`src/rtl/lane_scatter_pkg.sv`:
```
// lane_scatter_pkg: shared constants and helpers for the lane scatter block.
package lane_scatter_pkg;

  localparam int DROP_CNT_W = 16;

  // Lane index width; a single-bit index is kept even for one or two lanes.
  function automatic int lane_idx_w(input int n);
    return (n <= 2) ? 1 : $clog2(n);
  endfunction

endpackage

```
`src/rtl/lane_scatter_fifo.sv`:
```
// lane_scatter_fifo: per-lane FIFO with wrap-bit pointers and a registered head.
module lane_scatter_fifo #(
  parameter int DATA_W = 8,
  parameter int DEPTH  = 2
) (
  input  logic              clk,
  input  logic              rst_n,
  input  logic              push,
  input  logic [DATA_W-1:0] push_data,
  input  logic              pop,
  output logic              full,
  output logic              empty,
  output logic [DATA_W-1:0] head_data
);

  localparam int AW = $clog2(DEPTH);

  logic [AW:0]       wptr, rptr;
  logic [DATA_W-1:0] mem [DEPTH];
  logic              do_push, do_pop;

  // Extra MSB on each pointer tells full apart from empty.
  assign empty     = (wptr == rptr);
  assign full      = (wptr[AW] != rptr[AW]) && (wptr[AW-1:0] == rptr[AW-1:0]);
  assign do_push   = push && !full;
  assign do_pop    = pop && !empty;
  assign head_data = mem[rptr[AW-1:0]];

  // Pointer update; both may move in the same cycle, keeping occupancy.
  always_ff @(posedge clk or negedge rst_n) begin
    if (!rst_n) begin
      wptr <= '0;
      rptr <= '0;
    end else begin
      if (do_push) wptr <= wptr + (AW+1)'(1);
      if (do_pop)  rptr <= rptr + (AW+1)'(1);
    end
  end

  // Storage needs no reset: the head is only visible while non-empty.
  always_ff @(posedge clk) begin
    if (do_push) mem[wptr[AW-1:0]] <= push_data;
  end

endmodule

```
`src/rtl/lane_scatter.sv`:
```
// lane_scatter: routes an indexed beat stream into per-lane FIFOs.
// Optional macro LANE_SCATTER_BYPASS_EN: a beat to an empty lane whose
// consumer is ready is forwarded combinationally instead of being queued.
module lane_scatter
  import lane_scatter_pkg::*;
#(
  parameter  int NUM_LANES = 4,
  parameter  int DATA_W    = 8,
  parameter  int DEPTH     = 2,
  localparam int IDX_W     = lane_idx_w(NUM_LANES)
) (
  input  logic                        clk,
  input  logic                        rst_n,
  input  logic                        in_valid,
  output logic                        in_ready,
  input  logic [IDX_W-1:0]            in_idx,
  input  logic [DATA_W-1:0]           in_data,
  output logic [NUM_LANES-1:0]        out_valid,
  input  logic [NUM_LANES-1:0]        out_ready,
  output logic [NUM_LANES*DATA_W-1:0] out_data,
  input  logic                        err_clr,
  output logic [DROP_CNT_W-1:0]       drop_cnt,
  output logic                        err_sticky
);

  localparam logic [IDX_W:0] LANES = (IDX_W+1)'(NUM_LANES);

  logic                             in_range, accept, drop;
  logic [NUM_LANES-1:0]             sel, full, empty, push, pop, byp;
  logic [NUM_LANES-1:0][DATA_W-1:0] head;

  assign in_range = ({1'b0, in_idx} < LANES);

  // One-hot lane decode; all-zero when the index is out of range.
  always_comb begin
    sel = '0;
    for (int k = 0; k < NUM_LANES; k++)
      sel[k] = in_range && (in_idx == IDX_W'(k));
  end

  // Out-of-range beats are always taken (and dropped); in-range beats
  // wait for room in their lane, with no credit for a same-cycle pop.
  assign in_ready = !in_range || (rst_n && !(|(sel & full)));
  assign accept   = in_valid && in_ready;
  assign drop     = accept && !in_range;

  for (genvar k = 0; k < NUM_LANES; k++) begin : g_lane
`ifdef LANE_SCATTER_BYPASS_EN
    assign byp[k] = accept && sel[k] && empty[k] && out_ready[k];
`else
    assign byp[k] = 1'b0;
`endif
    assign push[k]      = accept && sel[k] && !byp[k];
    assign pop[k]       = out_ready[k] && !empty[k];
    assign out_valid[k] = !empty[k] || byp[k];
    assign out_data[k*DATA_W +: DATA_W] = !empty[k] ? head[k] :
                                          (byp[k] ? in_data : '0);

    lane_scatter_fifo #(.DATA_W(DATA_W), .DEPTH(DEPTH)) u_fifo (
      .clk       (clk),
      .rst_n     (rst_n),
      .push      (push[k]),
      .push_data (in_data),
      .pop       (pop[k]),
      .full      (full[k]),
      .empty     (empty[k]),
      .head_data (head[k])
    );
  end

  // Saturating drop counter and sticky error; a new drop beats err_clr.
  always_ff @(posedge clk or negedge rst_n) begin
    if (!rst_n) begin
      drop_cnt   <= '0;
      err_sticky <= 1'b0;
    end else begin
      if (drop && (drop_cnt != '1)) drop_cnt <= drop_cnt + DROP_CNT_W'(1);
      if (drop)         err_sticky <= 1'b1;
      else if (err_clr) err_sticky <= 1'b0;
    end
  end

endmodule

```
`config.mk`:
```
export PLATFORM = sky130hd
export DESIGN_NAME = lane_scatter
export DESIGN_NICKNAME = d
export VERILOG_FILES = /design/src/rtl/lane_scatter_pkg.sv /design/src/rtl/lane_scatter_fifo.sv /design/src/rtl/lane_scatter.sv
export SDC_FILE = /design/constraint.sdc
export NUM_CORES = 1
export LEC_CHECK = 0
export CAP_MARGIN = 20
export CORE_MARGIN = 3
export CORE_UTILIZATION = 45
export DETAILED_ROUTE_END_ITERATION = 10
export DONT_BUFFER_PORTS = 1
export RECOVER_POWER = 50
export SLEW_MARGIN = 40
export SYNTH_ARGS = -nofsm -noshare
export SYNTH_HDL_FRONTEND = slang
export SYNTH_SLANG_ARGS = --single-unit
```
`constraint.sdc`:
```
create_clock -name clk -period 1.92 [get_ports clk]
set_input_delay 0.192 -clock clk [delete_from_list [all_inputs] [get_ports clk]]
set_output_delay 0.192 -clock clk [all_outputs]
set_load 0.02 [all_outputs]
```
==> run_results.csv <==
group,metric,value,unit
setup_path,cp-end-kind,"output port",
yosys,yosys_register_bits,80,
floorplanning,core_region_area,0.007331,mm²
sta,rsz0062_at_grt,"true",
floorplanning,design.die.area,0.008713,mm²
pwr,leakage,1.709,nW
global_route,antenna_found_initial,0,
sta,final-setup-viol-count,0,
clocking,clockBufferDepth,2,
floorplanning,start_util,46.83,%
clocking,numCtsBuffers,9,
floorplanning,ioPinCount,72,
sta,worst_pin_slew,893.1,ps
global_route,grt_first_pass_wirelength,9.846,mm
yosys,synth.avg_cell_area,14.37,µm²
status,status,"completed",
pwr,ir_worst_vdd,0.0007501,V
sta,holdWs,14.30,ps
place,hpwl,4.475,mm
routing,wire_per_inst,15.53,µm
clocking,htree_levels,3,
global_route,first_global_vias,1919,
setup_path,critPathTopFamily,"compound AO/OA/AOI/OAI gates",
floorplanning,rows,31,
sta,hold_viol,0,
run,drv_cap,0,
sta,fin_crit,1869,ps
clocking,clock_sinks,80,
routing,wl,6.352,mm
setup_path,required,1730,ps
yosys,yosysSeqAreaShare,67.64,%
global_route,grt_use_total,15.35,%
yosys,syn_area,0.003433,mm²
layout,nets,323,
sta,min_period_over_period,97.37,%
routing,vias,1952,
routing,firstDrtPassIters,4,
yosys,yosys_warnings,0,
place,place_inst,376,
yosys,synth.distinct_cells,25,
routing,remaining_drc_errors,0,
sta,layout_setup_ws,50.53,ps
setup_path,path_cells,"xnor2_2 -> o41a_1 -> and4_4 -> buf_6",
clocking,cts_tree,"done",
sta,fin_skew,6.988,ps
yosys,syn_inst,239,
floorplanning,die_h,93.35,µm
setup_path,critPathLaunchType,"register",
worst_hold_path,hold_path.class,"input pin to register",
global_route,overflow,0,
global_route,grt_start_max_net_pins,17,
routing,via_per_inst,4.773,
pwr,cellPowerDensity,1707,mW/mm²
routing,drtAntennaViolNets,0,
sta,fmax,534.9,MHz
layout,drive_above_1_share,26.45,%
routing,drt_iter0_markers,89,
floorplanning,die_x,93.35,µm
sta,slew_headroom,40.46,%
setup_path,worstPathArrival,1680,ps
setup_path,cp_slowest_cell,"o41a_1",
layout,final_cells,409,
layout,syn_to_final_growth,24.09,%
layout,num_antenna_cells,0,
place,gp_congestion,0.7046,
clocking,clockRootBuffer,"clkbuf_8",
sta,finalMaxSlewViolations,0,
setup_path,path_class,"register to output port",
place,port_buffers,0,
setup_path,max_stage_delay,440,ps
place,place_ws,33.62,ps
setup_path,critical_path.max_fanout,7,
clocking,clk_pin_slew_worst_paths,80,ps
clocking,clock_latency,340,ps
setup_path,critPathBufInv,1,
## synthesized netlist by cell type
| cell | instances | area (µm²) |
|---|---|---|
| nand3b_1 | 2 | 15.01 |
| nor2_1 | 39 | 146.4 |
| and2b_1 | 1 | 7.510 |
| xor2_1 | 1 | 8.760 |
| and3_4 | 1 | 11.26 |
| mux2i_1 | 36 | 360.4 |
| nand3_1 | 7 | 35.03 |
| buf_6 | 1 | 11.26 |
| mux2_2 | 1 | 11.26 |
| and2_1 | 3 | 18.77 |
| conb_1 | 1 | 3.750 |
| buf_1 | 4 | 15.01 |
| inv_1 | 7 | 26.28 |
| edfxtp_1 | 64 | 1922 |
| o41a_1 | 1 | 11.26 |
| and2_2 | 1 | 7.510 |
| xnor2_1 | 19 | 166.4 |
| clkbuf_1 | 4 | 15.01 |
| dfrtp_1 | 16 | 400.4 |
| nand4b_1 | 1 | 8.760 |
| buf_4 | 17 | 127.6 |
| and3_1 | 1 | 6.260 |
| nand2_1 | 5 | 18.77 |
| mux2_4 | 3 | 45.04 |
| and4_4 | 3 | 33.78 |
## worst paths after layout
kind | depth (start not counted) | slack (ps) | from | endpoint
worst max-delay path | 4 | 50 | g_lane[2].u_fifo.wptr[1]$_DFFE_PN0P_ | in_ready
worst min-delay path | 2 | 10 | out_ready[0] | g_lane[0].u_fifo.rptr[1]$_DFFE_PN0P_
worst max register to register | 5 | 80 | g_lane[2].u_fifo.wptr[1]$_DFFE_PN0P_ | g_lane[3].u_fifo.wptr[1]$_DFFE_PN0P_
worst min register to register | 1 | 530 | g_lane[3].u_fifo.rptr[1]$_DFFE_PN0P_ | g_lane[3].u_fifo.rptr[1]$_DFFE_PN0P_
max in group asynchronous | 2 | 890 | rst_n | g_lane[2].u_fifo.wptr[1]$_DFFE_PN0P_
min in group asynchronous | 2 | 480 | rst_n | g_lane[1].u_fifo.rptr[1]$_DFFE_PN0P_
## final cells by class
cell class              count  area (µm²)
repair buffers             65       573.1
multi-input cells         142       994.7
fillers                   599        3070
clock buffers               9       123.9
clock inverters             7       96.34
well taps                  99       123.9
flip-flops and latches     80        2322
inverters                   7       26.28
## what timing repair did
item,in CTS,in global routing
resized for setup,0,6
endpoints found under the hold margin,84,17
setup endpoints to repair,0,34
buffers inserted,0,2
hold buffers,13,2
## through the flow
stage | util (%) | setup TNS, ps | cell area, µm² | power, mW
6_report | 58.12 | 0 | 4260 | 7.274
5_1_grt | 58.12 | -12.55 | 4260 | 7.695
4_1_cts | 57.48 | 0 | 4214 | 7.277
3_5_place_dp | 52.71 | 0 | 3864 | 5.883
3_3_place_gp | 52.71 | 0 | 3864 | 5.843
2_1_floorplan | - | 0 | 3498 | 4.662
## metal layers
| layer | share of wire [%] | GRT usage, % |
|---|---|---|
| met5 | 0 | 0 |
| met4 | 1.9 | 6.593 |
| met3 | 5.7 | 3.620 |
| met2 | 51 | 25.25 |
| met1 | 42 | 19.39 |
## cells by family after synthesis
kind of cell    share of synthesized area (%)
flops                                   67.64
simple gates                            9.002
mux                                     12.14
buf+inv                                 5.685
xor+xnor                                5.102
compound gates                         0.3280
other cells                            0.1092
## sequential cells by signal, indices dropped and copies added (netlist names)
| signal | cells |
|---|---|
| g_lane.u_fifo.mem | 64 |
| g_lane.u_fifo.rptr | 8 |
| g_lane.u_fifo.wptr | 8 |
## placed cells by master, fill, tap and decap left out, types with 2 or more instances in the layout
| master | count |
|---|---|
| and2_2 | 4 |
| edfxtp_1 | 64 |
| and4_4 | 3 |
| nand3b_1 | 2 |
| nor2_1 | 36 |
| mux2i_1 | 36 |
| dlygate4sd3_1 | 14 |
| nand3_1 | 7 |
| buf_4 | 45 |
| xnor2_1 | 18 |
| inv_1 | 7 |
| bufinv_16 | 2 |
| clkbuf_8 | 9 |
| clkinvlp_4 | 3 |
| nor2_2 | 3 |
| nand2_1 | 5 |
| dfrtp_1 | 16 |
| conb_1 | 17 |
| mux2_4 | 3 |
| buf_12 | 4 |
## where the power goes
part           switching [mW]  leakage [nW]  internal [mW]  total (mW)
logic                    2.02         0.840           1.60        3.62
clock network           0.623         0.101          0.731        1.35
registers               0.188         0.767           2.11        2.30
Power figures use the tool's default switching activity.
